--- config.mk ---
export PLATFORM = sky130hd
export DESIGN_NAME = id_ctrl_pipe
export DESIGN_NICKNAME = d
export VERILOG_FILES = /design/src/rtl/id_ctrl_pipe.sv
export SDC_FILE = /design/constraint.sdc
export NUM_CORES = 1
export LEC_CHECK = 0
export ABC_AREA = 1
export BUFFER_PORTS_ARGS = -buffer_cell sky130_fd_sc_hd__buf_2
export CORE_MARGIN = 2
export CORE_UTILIZATION = 50
export DETAILED_ROUTE_END_ITERATION = 8
export PLACE_DENSITY = 0.9
export REMOVE_ABC_BUFFERS = 1
export SYNTH_ARGS = -nofsm -noshare
export SYNTH_HDL_FRONTEND = slang
export SYNTH_SLANG_ARGS = --single-unit
export TNS_END_PERCENT = 20
--- constraint.sdc ---
create_clock -name clk -period 3.3 [get_ports clk]
set_input_delay 0.165 -clock clk [delete_from_list [all_inputs] [get_ports clk]]
set_output_delay 0.165 -clock clk [all_outputs]
set_load 0.02 [all_outputs]
--- src/rtl/id_ctrl_pipe.sv ---
// id_ctrl_pipe: MIPS-I ID-stage decoder with a registered EX control word,
// load-use and HI/LO interlocks, and a HI/LO busy down-counter.
// Optional feature macro: CTRL_DIV_EN. When it is defined, DIV/DIVU decode to
// alu_op 13 and load DIV_LAT. When it is undefined, DIV/DIVU decode as illegal.
// ctrl_e layout: [14] reg_we, [13:12] reg_dst, [11:8] alu_op, [7] alu_src_imm,
//   [6:5] ext_op, [4] mem_we, [3] mem_to_reg, [2:1] jump, [0] link.
module id_ctrl_pipe #(
   parameter int MUL_LAT = 4,
   parameter int DIV_LAT = 32
) (
   input  logic        clk,
   input  logic        reset,
   input  logic [31:0] instr_d,
   input  logic        valid_d,
   input  logic        flush,
   output logic [14:0] ctrl_e,
   output logic        valid_e,
   output logic        illegal_e,
   output logic        stall_d,
   output logic        hilo_busy
);

   localparam logic [5:0] MUL_LOAD = 6'(MUL_LAT);
   localparam logic [5:0] DIV_LOAD = 6'(DIV_LAT);

   localparam logic [3:0] ALU_NOP = 4'd0, ALU_ADD = 4'd1, ALU_SUB = 4'd2,
                          ALU_AND = 4'd3, ALU_OR = 4'd4, ALU_XOR = 4'd5,
                          ALU_NOR = 4'd6, ALU_SLL = 4'd7, ALU_SRL = 4'd8,
                          ALU_SRA = 4'd9, ALU_SLT = 4'd10, ALU_SLTU = 4'd11,
                          ALU_MUL = 4'd12, ALU_DIV = 4'd13, ALU_HIW = 4'd14,
                          ALU_HIR = 4'd15;

   logic [5:0]  op;
   logic [5:0]  funct;
   logic [4:0]  rs;
   logic [4:0]  rt;
   logic [14:0] dec_ctrl;
   logic        dec_ill;
   logic        reads_rt;
   logic        is_hilo;
   logic        is_mul;
   logic        is_div;
   logic        load_use;
   logic        issue;
   logic [4:0]  ex_rt;
   logic        ex_m2r;
   logic [5:0]  busy_cnt;
   logic        unused_fields;

   assign op    = instr_d[31:26];
   assign rs    = instr_d[25:21];
   assign rt    = instr_d[20:16];
   assign funct = instr_d[5:0];
   // rd, shamt and the immediate are consumed downstream, not by this block
   assign unused_fields = ^instr_d[15:6];

   function automatic logic [14:0] cw(
      input logic       we,
      input logic [1:0] dst,
      input logic [3:0] alu,
      input logic       imm,
      input logic [1:0] ext,
      input logic       mwe,
      input logic       m2r,
      input logic [1:0] jmp,
      input logic       lnk
   );
      return {we, dst, alu, imm, ext, mwe, m2r, jmp, lnk};
   endfunction

   // Instruction decode; anything unlisted is illegal and yields an all-zero word
   always_comb begin
      dec_ctrl = '0;
      dec_ill  = 1'b0;
      reads_rt = 1'b0;
      is_hilo  = 1'b0;
      is_mul   = 1'b0;
      is_div   = 1'b0;
      case (op)
         6'h00: begin
            case (funct)
               6'h00, 6'h04: begin dec_ctrl = cw(1, 2'd1, ALU_SLL, 0, 2'd0, 0, 0, 2'd0, 0); reads_rt = 1'b1; end
               6'h02, 6'h06: begin dec_ctrl = cw(1, 2'd1, ALU_SRL, 0, 2'd0, 0, 0, 2'd0, 0); reads_rt = 1'b1; end
               6'h03, 6'h07: begin dec_ctrl = cw(1, 2'd1, ALU_SRA, 0, 2'd0, 0, 0, 2'd0, 0); reads_rt = 1'b1; end
               6'h08: dec_ctrl = cw(0, 2'd0, ALU_NOP, 0, 2'd0, 0, 0, 2'd3, 0);
               6'h09: dec_ctrl = cw(1, 2'd1, ALU_NOP, 0, 2'd0, 0, 0, 2'd3, 1);
               6'h10, 6'h12: begin dec_ctrl = cw(1, 2'd1, ALU_HIR, 0, 2'd0, 0, 0, 2'd0, 0); is_hilo = 1'b1; end
               6'h11, 6'h13: begin dec_ctrl = cw(0, 2'd0, ALU_HIW, 0, 2'd0, 0, 0, 2'd0, 0); is_hilo = 1'b1; end
               6'h18, 6'h19: begin
                  dec_ctrl = cw(0, 2'd0, ALU_MUL, 0, 2'd0, 0, 0, 2'd0, 0);
                  is_hilo  = 1'b1;
                  is_mul   = 1'b1;
                  reads_rt = 1'b1;
               end
`ifdef CTRL_DIV_EN
               6'h1A, 6'h1B: begin
                  dec_ctrl = cw(0, 2'd0, ALU_DIV, 0, 2'd0, 0, 0, 2'd0, 0);
                  is_hilo  = 1'b1;
                  is_div   = 1'b1;
                  reads_rt = 1'b1;
               end
`else
               6'h1A, 6'h1B: dec_ill = 1'b1;
`endif
               6'h20, 6'h21: begin dec_ctrl = cw(1, 2'd1, ALU_ADD,  0, 2'd0, 0, 0, 2'd0, 0); reads_rt = 1'b1; end
               6'h22, 6'h23: begin dec_ctrl = cw(1, 2'd1, ALU_SUB,  0, 2'd0, 0, 0, 2'd0, 0); reads_rt = 1'b1; end
               6'h24: begin dec_ctrl = cw(1, 2'd1, ALU_AND,  0, 2'd0, 0, 0, 2'd0, 0); reads_rt = 1'b1; end
               6'h25: begin dec_ctrl = cw(1, 2'd1, ALU_OR,   0, 2'd0, 0, 0, 2'd0, 0); reads_rt = 1'b1; end
               6'h26: begin dec_ctrl = cw(1, 2'd1, ALU_XOR,  0, 2'd0, 0, 0, 2'd0, 0); reads_rt = 1'b1; end
               6'h27: begin dec_ctrl = cw(1, 2'd1, ALU_NOR,  0, 2'd0, 0, 0, 2'd0, 0); reads_rt = 1'b1; end
               6'h2A: begin dec_ctrl = cw(1, 2'd1, ALU_SLT,  0, 2'd0, 0, 0, 2'd0, 0); reads_rt = 1'b1; end
               6'h2B: begin dec_ctrl = cw(1, 2'd1, ALU_SLTU, 0, 2'd0, 0, 0, 2'd0, 0); reads_rt = 1'b1; end
               default: dec_ill = 1'b1;
            endcase
         end
         6'h02: dec_ctrl = cw(0, 2'd0, ALU_NOP, 0, 2'd0, 0, 0, 2'd2, 0);
         6'h03: dec_ctrl = cw(1, 2'd2, ALU_NOP, 0, 2'd0, 0, 0, 2'd2, 1);
         6'h04, 6'h05: begin dec_ctrl = cw(0, 2'd0, ALU_SUB, 0, 2'd0, 0, 0, 2'd1, 0); reads_rt = 1'b1; end
         6'h06, 6'h07: dec_ctrl = cw(0, 2'd0, ALU_SUB, 0, 2'd0, 0, 0, 2'd1, 0);
         6'h08, 6'h09: dec_ctrl = cw(1, 2'd0, ALU_ADD,  1, 2'd0, 0, 0, 2'd0, 0);
         6'h0A: dec_ctrl = cw(1, 2'd0, ALU_SLT,  1, 2'd0, 0, 0, 2'd0, 0);
         6'h0B: dec_ctrl = cw(1, 2'd0, ALU_SLTU, 1, 2'd0, 0, 0, 2'd0, 0);
         6'h0C: dec_ctrl = cw(1, 2'd0, ALU_AND,  1, 2'd1, 0, 0, 2'd0, 0);
         6'h0D: dec_ctrl = cw(1, 2'd0, ALU_OR,   1, 2'd1, 0, 0, 2'd0, 0);
         6'h0E: dec_ctrl = cw(1, 2'd0, ALU_XOR,  1, 2'd1, 0, 0, 2'd0, 0);
         6'h0F: dec_ctrl = cw(1, 2'd0, ALU_ADD,  1, 2'd2, 0, 0, 2'd0, 0);
         6'h20, 6'h23, 6'h24: dec_ctrl = cw(1, 2'd0, ALU_ADD, 1, 2'd0, 0, 1, 2'd0, 0);
         6'h28, 6'h2B: begin dec_ctrl = cw(0, 2'd0, ALU_ADD, 1, 2'd0, 1, 0, 2'd0, 0); reads_rt = 1'b1; end
         default: dec_ill = 1'b1;
      endcase
   end

   // Interlocks: load-use against the EX load, HI/LO ops against the busy unit
   always_comb begin
      load_use = ex_m2r && (ex_rt != 5'd0) &&
                 ((ex_rt == rs) || (reads_rt && (ex_rt == rt)));
      stall_d  = valid_d && !flush && (load_use || (is_hilo && hilo_busy));
      issue    = valid_d && !flush && !stall_d;
   end

   // EX control register; stalls, flushes and empty slots become bubbles
   always_ff @(posedge clk) begin
      if (reset || !issue) begin
         ctrl_e    <= '0;
         valid_e   <= 1'b0;
         illegal_e <= 1'b0;
         ex_rt     <= '0;
         ex_m2r    <= 1'b0;
      end else begin
         ctrl_e    <= dec_ctrl;
         valid_e   <= 1'b1;
         illegal_e <= dec_ill;
         ex_rt     <= rt;
         ex_m2r    <= dec_ctrl[3];
      end
   end

   // HI/LO busy down-counter: load on multiply/divide issue, else count to zero
   always_ff @(posedge clk) begin
      if (reset)
         busy_cnt <= '0;
      else if (issue && (is_mul || is_div))
         busy_cnt <= is_div ? DIV_LOAD : MUL_LOAD;
      else if (busy_cnt != 6'd0)
         busy_cnt <= busy_cnt - 6'd1;
   end

   assign hilo_busy = (busy_cnt != 6'd0);

endmodule

==> results of run 1 <==
[synth_stat cells, types with 6 or more instances]
| library cell | count | share of area (%) |
|---|---|---|
| nor3_1 | 8 | 2.4 |
| a21oi_1 | 7 | 2.1 |
| xor2_1 | 7 | 3.7 |
| inv_2 | 7 | 1.6 |
| o21ai_0 | 6 | 1.8 |
| nand2_1 | 38 | 8.5 |
| inv_1 | 34 | 7.6 |
| nor2_2 | 13 | 4.8 |
| nand2_2 | 6 | 2.2 |
| nand4_1 | 8 | 3.0 |
| dfxtp_1 | 28 | 33 |
| nand3_1 | 6 | 1.8 |
| nor2_1 | 41 | 9.2 |
[worst min path at each step]
stage                        to  slack (ns)  cells after the start
floorplan           busy_cnt[2]        0.23                      1
global placement    busy_cnt[2]        0.35                      2
detailed placement  busy_cnt[2]        0.35                      2
CTS                    ex_rt[4]        0.05                      3
global route           ex_rt[4]        0.06                      3
finish                 ex_rt[4]        0.06                      3
[kinds of logic (layout without fill, tap and decap cells)]
group	count (synthesis)	after routing	synth area share (%)
DFF	28	28	33.4
AOI/OAI and AO/OA	26	26	9.70
and+or+nand+nor	133	133	39.8
adders and majority gates	1	1	0.746
buffers and inverters	45	90	11.6
xor gates and xnor gates	9	9	4.70
[power groups by stage]
stage / registers (mW) / clock network [mW] / logic, mW
after floorplan: 0.402 / 0 / 0.233
after global placement: 0.402 / 0 / 0.296
after detailed placement: 0.404 / 0 / 0.316
after CTS: 0.397 / 0.164 / 0.320
after global routing: 0.401 / 0.180 / 0.367
final: 0.398 / 0.162 / 0.323
[worst min-delay path: stages]
cell and delay, ns:
buf_2 0.11, inv_1 0.05, nor2_1 0.03
[flip-flops by register name (all words and copies together), names as in the netlist]
register   flops
busy_cnt       6
ctrl_e        15
ex_rt          5
illegal_e      1
valid_e        1
[timing repair]
action / in CTS / in global routing
hold buffers: 1 / 0
hold endpoints to repair: 1 / 0
gates resized for setup: 0 / 0
[cell type report]
class | count | area, sq um | area share (%)
clock buffer | 4 | 36.3 | 1.85
inverter | 41 | 154 | 7.85
multi-input combinational | 169 | 922 | 47.0
sequential | 28 | 561 | 28.6
tap | 46 | 57.6 | 2.94
timing repair buffer | 45 | 230 | 11.7
[per-layer routing]
| metal | share of wire, % | wire [um] | global-route usage (%) | vias to the layer above |
|---|---|---|---|---|
| met1 | 44 | 1580 | 23.6 | 731 |
| met3 | 6.1 | 222 | 3.73 | 14 |
| li1 | - | - | - | 858 |
| met4 | 3.8 | 138 | 11.6 | 0 |
| met5 | 0 | 0 | 0 | - |
| met2 | 47 | 1690 | 33.7 | 60 |
[stage by stage]
step	area [sq um]	hold WS (ns)
final	1960	0.0583
after global routing	1960	0.0569
after CTS	1960	0.0528
after detailed placement	1910	0.354
after global placement	1910	0.349
after floorplan	1640	0.234
==> results.yml, run 1 <==
detailed_routing:
  drt-initial-drc-count: 104
  wl_mm: 3.63
  dr.pass1.iters: 5
  viasPerCell: 4.99
  ant_nets: 0
  vias: 1663
  remaining_drc_errors: 0
  post_drt_wl_per_cell_um: 10.9
finish:
  syn_to_final_growth_pct: 16.9
  finalNonFillerCells: 333
  drive_gt1_share_pct: 29.6
  layout_common_cells: "buf_2, nor2_1, nand2_1, inv_1, dfxtp_1"
  diodes: 0
  final_common_cell: "buf_2"
  utilization_pct: 59.7
  num-nets-final: 325
  nFillCells: 298
floorplan:
  start_util_pct: 51.1
  io-pin-count: 55
  coreArea_sq_um: 3280
  num_rows: 21
  dieHeight_um: 61.9
  dieArea_sq_um: 3840
  die_w_um: 61.9
timing:
  timing.slew.headroom_pct: 64.2
  min_period_ns: 2.16
  fin_setup_tns_ns: 0
  slew_viol_final: 0
  period_share_pct: 65.3
  hold_viol: 0
  worst_pin_slew_ns: 0.533
  finalWorstSetupSlack_ns: 1.14
  timing.fmax_mhz: 464
  rsz0062_at_grt: "no"
  fin_worst_skew_ns: 0.00381
  setup_violations: 0
clocking:
  cts_buffer_depth: 2
  cts_setup_buffers: 0
  cts_sinks: 28
  cts_buffers: 3
  root_buffer: "clkbuf_4"
  cts_max_level: 1
  clk_pin_slew_ns: 0.14
  cts_tree: "yes"
  clkLatencyLatePin_ns: 0.32
worst_setup_path:
  worstSetupStartpointType: "flip-flop"
  crit_fanout: 7
  cpMostUsedCell: "nand2_1"
  end_kind: "output pin"
  timing.critical_path.cells: "inv_1 > ha_1 > nand2_1 > inv_1 > nand2_1 > nand2_1 > a21boi_0 > nor3_1 > buf_2"
  crit_required_ns: 3.13
  r2r_start: "busy_cnt[0]"
  startpoint: "busy_cnt[0]"
  path_depth: 9
  criticalPathCategory: "reg -> out"
  worst-path-buf-inv: 3
  critPathArrivalTime_ns: 1.99
  worst_r2r_path_depth: 8
  endpoint: "stall_d"
  slowest_delay_ns: 0.34
  cpMaxStageDelayCell: "dfxtp_1"
  reg2reg_to: "ctrl_e[4]"
  reg2reg_slack_ns: 1.36
  crit_family: "simple AND/OR/NAND/NOR gates"
synth:
  synthCells: 242
  ys.flop_type: "dfxtp_1"
  ys_async_sr_fraction_pct: 0
  synth_edf_count: 0
  yosys_warnings: 0
  synth_seq_cells: 28
  syn_area_per_cell_sq_um: 6.93
  yosysSeqAreaShare_pct: 33.4
  synth_area_sq_um: 1680
  synth_cell_types: 34
placement:
  gp_congestion: 1.10
  pre_cts_ws_ns: 1.40
  detailed_place_hpwl_mm: 2.90
  numPlacedInstances: 328
  place.port_buffers: 44
global_route:
  antenna_found_initial: 0
  grt_use_total_pct: 20.0
  grt_max_degree: 23
  grt_overflow_total: 0
  first_global_vias: 1487
  grt_pass1_wl_mm: 5.78
pwr:
  swShare_pct: 36.9
  p_leak_nw: 0.998
  p_clk_share_pct: 18.4
  pwr-share-seq_pct: 45.0
  p_int_mw: 0.558
  power_density_nw_per_um2: 451
  power.total_mw: 0.883
  combPwrFrac_pct: 36.6
  peakVddDrop_mv: 0.190
  power.switching_mw: 0.326
min_path:
  hp-class: "in -> reg"
  holdCritStartpoint: "instr_d[20]"
outcome:
  outcome: "finished clean"
run:
  cap_violations: 0
Note: power is estimated with default switching activity, not from simulation.
==> run 2, diff against run 1 <==
--- a/config.mk
+++ b/config.mk
@@ -8,9 +8,9 @@
 export ABC_AREA = 1
 export BUFFER_PORTS_ARGS = -buffer_cell sky130_fd_sc_hd__buf_2
 export CORE_MARGIN = 2
-export CORE_UTILIZATION = 50
+export CORE_UTILIZATION = 45
 export DETAILED_ROUTE_END_ITERATION = 8
-export PLACE_DENSITY = 0.9
+export PLACE_DENSITY = 0.86
 export REMOVE_ABC_BUFFERS = 1
 export SYNTH_ARGS = -nofsm -noshare
 export SYNTH_HDL_FRONTEND = slang
==> constraint.sdc (replaced) <==
create_clock -name clk -period 1.74 [get_ports clk]
set_input_delay 0.087 -clock clk [delete_from_list [all_inputs] [get_ports clk]]
set_output_delay 0.087 -clock clk [all_outputs]
set_load 0.02 [all_outputs]
==> run 2 against run 1 <==
Net effect:
- design area increased by 6.1%
- clock-buffer cell count unchanged
- sequential power increased by 90%
- power increased by 120%
- cell count increased by 2.1%
- global-route usage decreased by 2.6 points
- clock power increased by 140%
- critical endpoint unchanged
- highest routed layer unchanged
==> results.yml, run 2 (synthesis results as in run 1) <==
detailed_routing:
  ant_nets: 0
  vias: 1644
  drt-initial-drc-count: 72
  remaining_drc_errors: 0
  post_drt_wl_per_cell_um: 10.9
  dr.pass1.iters: 4
  wl_mm: 3.72
  viasPerCell: 4.84
finish:
  largest_reg_flops: 15
  nFillCells: 364
  fin_area_sq_um: 2080
  diodes: 0
  layout_common_cells: "buf_2, nor2_1, nand2_1, inv_1, dfxtp_1"
  drive_gt1_share_pct: 36.6
  num-nets-final: 330
  final_common_cell: "buf_2"
  largest_registers: "ctrl_e x15, busy_cnt x6, ex_rt x5"
  top_register: "ctrl_e"
  syn_to_final_growth_pct: 23.9
timing:
  timing.slew.headroom_pct: 71.4
  fin_worst_skew_ns: 0.00347
  fin_setup_tns_ns: 0
  rsz0062_at_grt: "yes"
  worst_pin_slew_ns: 0.429
  setup_violations: 0
  min_period_ns: 1.69
  holdWs_ns: 0.0532
  hold_viol: 0
  timing.fmax_mhz: 592
  period_share_pct: 97.1
  slew_viol_final: 0
clocking:
  cts_buffer_depth: 2
  root_buffer: "clkbuf_8"
  cts_max_level: 1
  cts_buffers: 3
  cts_sinks: 28
  clk_pin_slew_ns: 0.09
  cts_tree: "yes"
  clkLatencyLatePin_ns: 0.27
floorplan:
  coreArea_sq_um: 3630
  dieArea_sq_um: 4230
  die_w_um: 65.1
  dieHeight_um: 65.1
  start_util_pct: 46.2
  num_rows: 22
  io-pin-count: 55
worst_setup_path:
  worstSetupStartpointType: "flip-flop"
  criticalPathCategory: "reg -> out"
  timing.critical_path.cells: "xor2_1 > nor3_1 > nand3_1 > nand2_2 > a21boi_2 > nor3_1 > buf_2"
  worst_r2r_path_depth: 7
  cpMostUsedCell: "nor3_1"
  cpMaxStageDelayCell: "dfxtp_2"
  crit_family: "simple AND/OR/NAND/NOR gates"
  startpoint: "ex_rt[1]"
  slowest_delay_ns: 0.35
  end_kind: "output pin"
  crit_fanout: 3
  worst-path-buf-inv: 1
  reg2reg_to: "ctrl_e[4]"
  reg2reg_slack_ns: 0.09
  r2r_start: "ex_rt[1]"
  crit_required_ns: 1.65
  critPathArrivalTime_ns: 1.60
global_route:
  grt_overflow_total: 0
  grt_max_degree: 23
  first_global_vias: 1504
  grt_pass1_wl_mm: 5.86
  grt_use_total_pct: 17.4
  antenna_found_initial: 0
min_path:
  holdPathStages: 3
  holdCritStartpoint: "instr_d[18]"
  hp-class: "in -> reg"
  min_to: "ex_rt[2]"
run:
  cap_violations: 0
placement:
  place.port_buffers: 44
  place_area_sq_um: 1920
  gp_congestion: 0.899
  detailed_place_hpwl_mm: 2.76
pwr:
  power_density_nw_per_um2: 934
  p_leak_nw: 1.04
  peakVddDrop_mv: 0.502
outcome:
  outcome: "finished clean"
run 2: routing by layer:
metal	track usage (%)	wire, um
met5	0	0
met4	5.73	36
met3	3.30	210
met2	29.8	1780
met1	21.9	1690
run 2: power breakdown:
group	leakage, nW	internal (mW)	switching, mW
registers	0.230	0.712	0.0467
clock network	0.0288	0.202	0.193
logic	0.781	0.338	0.449
run 2: metrics by stage:
stage	utilization, %	setup WS (ns)	power [mW]	std cells
floorplan	-	-0.0865	1.20	238
global placement	53.0	0.103	1.36	331
detailed placement	53.0	0.0251	1.38	331
CTS	54.9	0.00815	1.79	336
global route	57.2	-0.0816	2.09	340
finish	57.2	0.0503	1.94	340
run 2: cell type report:
| cell class | count | area, sq um | share of cell area [%] |
|---|---|---|---|
| multi-input combinational | 169 | 976 | 46.9 |
| tap | 48 | 60.1 | 2.89 |
| inverter | 41 | 154 | 7.40 |
| clock buffer | 4 | 55.1 | 2.65 |
| timing repair buffer | 50 | 268 | 12.9 |
| sequential | 28 | 567 | 27.3 |
run 2: how the worst max path moves through the flow:
stage,to,cells past startpoint
floorplan,stall_d,8
detailed placement,ctrl_e[5],12
CTS,stall_d,9
global route,ctrl_e[4],7
finish,stall_d,7
global placement,ctrl_e[5],12
run 2: worst min-delay path: cells and delay by family:
family / cells / cell delay [ns]
buffers and inverters: 2 / 0.16
AND/OR/NAND/NOR: 1 / 0.04
run 2: timing repair:
action | CTS | global route
hold buffers | 1 | 0
setup endpoints to repair | 1 | 22
gates resized for setup | 3 | 19
hold endpoints to repair | 1 | 0
pin swaps | 0 | 15
buffers inserted | 0 | 4
==> run 3, diff against run 2 <==
--- a/config.mk
+++ b/config.mk
@@ -10,6 +10,7 @@
 export CORE_MARGIN = 2
 export CORE_UTILIZATION = 45
 export DETAILED_ROUTE_END_ITERATION = 8
+export GPL_TIMING_DRIVEN = 0
 export PLACE_DENSITY = 0.86
 export REMOVE_ABC_BUFFERS = 1
 export SYNTH_ARGS = -nofsm -noshare
==> run 3 against run 2 <==
Net effect:
- worst hold slack got worse by 0.0073 ns
- register-to-register slack improved by 0.07 ns
- highest routed layer unchanged
- fmax up 0.49%
- non-clock buffer count down 2
==> results.yml, run 3 (synthesis results as in run 1) <==
floorplan:
  coreArea_sq_um: 3630
  io-pin-count: 55
  die_w_um: 65.1
  dieHeight_um: 65.1
  dieArea_sq_um: 4230
  start_util_pct: 46.2
  num_rows: 22
min_path:
  hp-class: "in -> reg"
placement:
  gp_congestion: 0.916
  pre_cts_ws_ns: -0.154
  detailed_place_hpwl_mm: 2.71
  place.port_buffers: 44
worst_setup_path:
  critPathArrivalTime_ns: 1.59
  end_kind: "output pin"
  worst-path-buf-inv: 3
  crit_fanout: 3
  slowest_delay_ns: 0.34
  cpMaxStageDelayCell: "dfxtp_2"
  crit_required_ns: 1.65
  crit_family: "simple AND/OR/NAND/NOR gates"
  worstSetupStartpointType: "flip-flop"
  cpMostUsedCell: "nand2_4"
  criticalPathCategory: "reg -> out"
  timing.critical_path.cells: "inv_1 > ha_4 > nand2_2 > inv_2 > nand2_4 > nand2_4 > a21boi_2 > nor3_1 > buf_2"
clocking:
  clkLatencyLatePin_ns: 0.28
  cts_buffers: 3
  cts_buffer_depth: 2
  clk_pin_slew_ns: 0.10
  cts_sinks: 28
  cts_max_level: 1
  cts_tree: "yes"
  root_buffer: "clkbuf_8"
finish:
  drive_gt1_share_pct: 36.2
  diodes: 0
  largest_registers: "ctrl_e x15, busy_cnt x6, ex_rt x5"
  final-seq-area_sq_um: 568
  syn_to_final_growth_pct: 22.7
  nFillCells: 354
  top_register: "ctrl_e"
  layout_common_cells: "buf_2, nor2_1, nand2_1, inv_1, dfxtp_1"
  multi_input_area_sq_um: 968
  num-nets-final: 328
  final_common_cell: "buf_2"
  largest_reg_flops: 15
timing:
  finalWorstSetupSlack_ns: 0.0586
  timing.slew.headroom_pct: 71.4
  slew_viol_final: 0
  fin_worst_skew_ns: 0.00367
  setup_violations: 0
  period_share_pct: 96.6
  rsz0062_at_grt: "yes"
  timing.fmax_mhz: 595
  hold_viol: 0
  min_period_ns: 1.68
  fin_setup_tns_ns: 0
  worst_pin_slew_ns: 0.428
global_route:
  gr-usage-met1_pct: 22.2
  grt_pass1_wl_mm: 5.73
  grt_use_total_pct: 16.9
  grt_overflow_total: 0
  grt_busiest_layer: "met2"
  use_met2_pct: 27.7
  first_global_vias: 1432
  grt_max_degree: 23
  antenna_found_initial: 0
  met3_usage_pct: 3.47
outcome:
  outcome: "finished clean"
pwr:
  power_density_nw_per_um2: 916
  peakVddDrop_mv: 0.496
  p_leak_nw: 1.03
detailed_routing:
  viasPerCell: 4.80
  remaining_drc_errors: 0
  ant_nets: 0
  wl_mm: 3.48
  vias: 1623
  post_drt_wl_per_cell_um: 10.3
  dr.pass1.iters: 4
  drt-initial-drc-count: 71
run:
  cap_violations: 0
-- run 3: cell types whose count changed in the layout (fill, tap and decap cells not counted) --
cell,delta
buf_4,-2
dfxtp_1,-1
dfxtp_2,+1
inv_1,+1
inv_2,-1
nand3_2,+1
nand3_4,-1
-- run 3: worst register-to-register path: stages (launching register included) --
cell	delay, ns
dfxtp_2	0.33
inv_2	0.10
ha_4	0.15
nand2_2	0.06
inv_2	0.09
nand2_4	0.07
nand2_4	0.09
nand4_4	0.36
nor3_1	0.27
-- run 3: power by group --
part / switching (mW) / internal, mW / total [mW]
sequential: 0.0420 / 0.714 / 0.756
combinational: 0.432 / 0.291 / 0.723
clock: 0.204 / 0.203 / 0.407
-- run 3: final cells by class --
cell class                 instances  area share, %
sequential                        28           27.6
multi-input combinational        169           47.1
tap                               48           2.92
clock buffer                       4           2.67
inverter                          41           7.48
timing repair buffer              48           12.3
-- run 3: stage by stage --
stage	power (mW)	instance area (sq um)	instances	util, %	hold slack [ns]
2_1_floorplan	1.20	1640	238	-	0.156
3_3_place_gp	1.33	1920	330	52.8	0.263
3_5_place_dp	1.35	1920	330	52.8	0.272
4_1_cts	1.85	2000	336	55.1	0.0293
5_1_grt	2.05	2060	338	56.6	0.0379
6_report	1.89	2060	338	56.6	0.0459
-- run 3: what timing repair did --
action                                 CTS  global route
pin swaps                                0             6
buffers inserted                         1             2
gates resized for setup                  7            14
endpoints found under the hold margin    1             0
setup endpoints to repair               22             3
hold buffers                             1             0
-- run 3: worst paths after layout --
path / slack, ns / to / cells after the start / from
setup / recovery: 0.06 / stall_d / 9 / busy_cnt[1]
hold / removal: 0.05 / ex_rt[2] / 3 / instr_d[18]
setup reg to reg: 0.16 / ctrl_e[4] / 8 / busy_cnt[0]
hold reg to reg: 0.56 / busy_cnt[5] / 2 / busy_cnt[5]
-- run 3: routing by layer --
metal  routed length, um  vias up
met3                 177        6
li1                    -      865
met1                1660      711
met4                  53        0
met2                1590       41
met5                   0        -
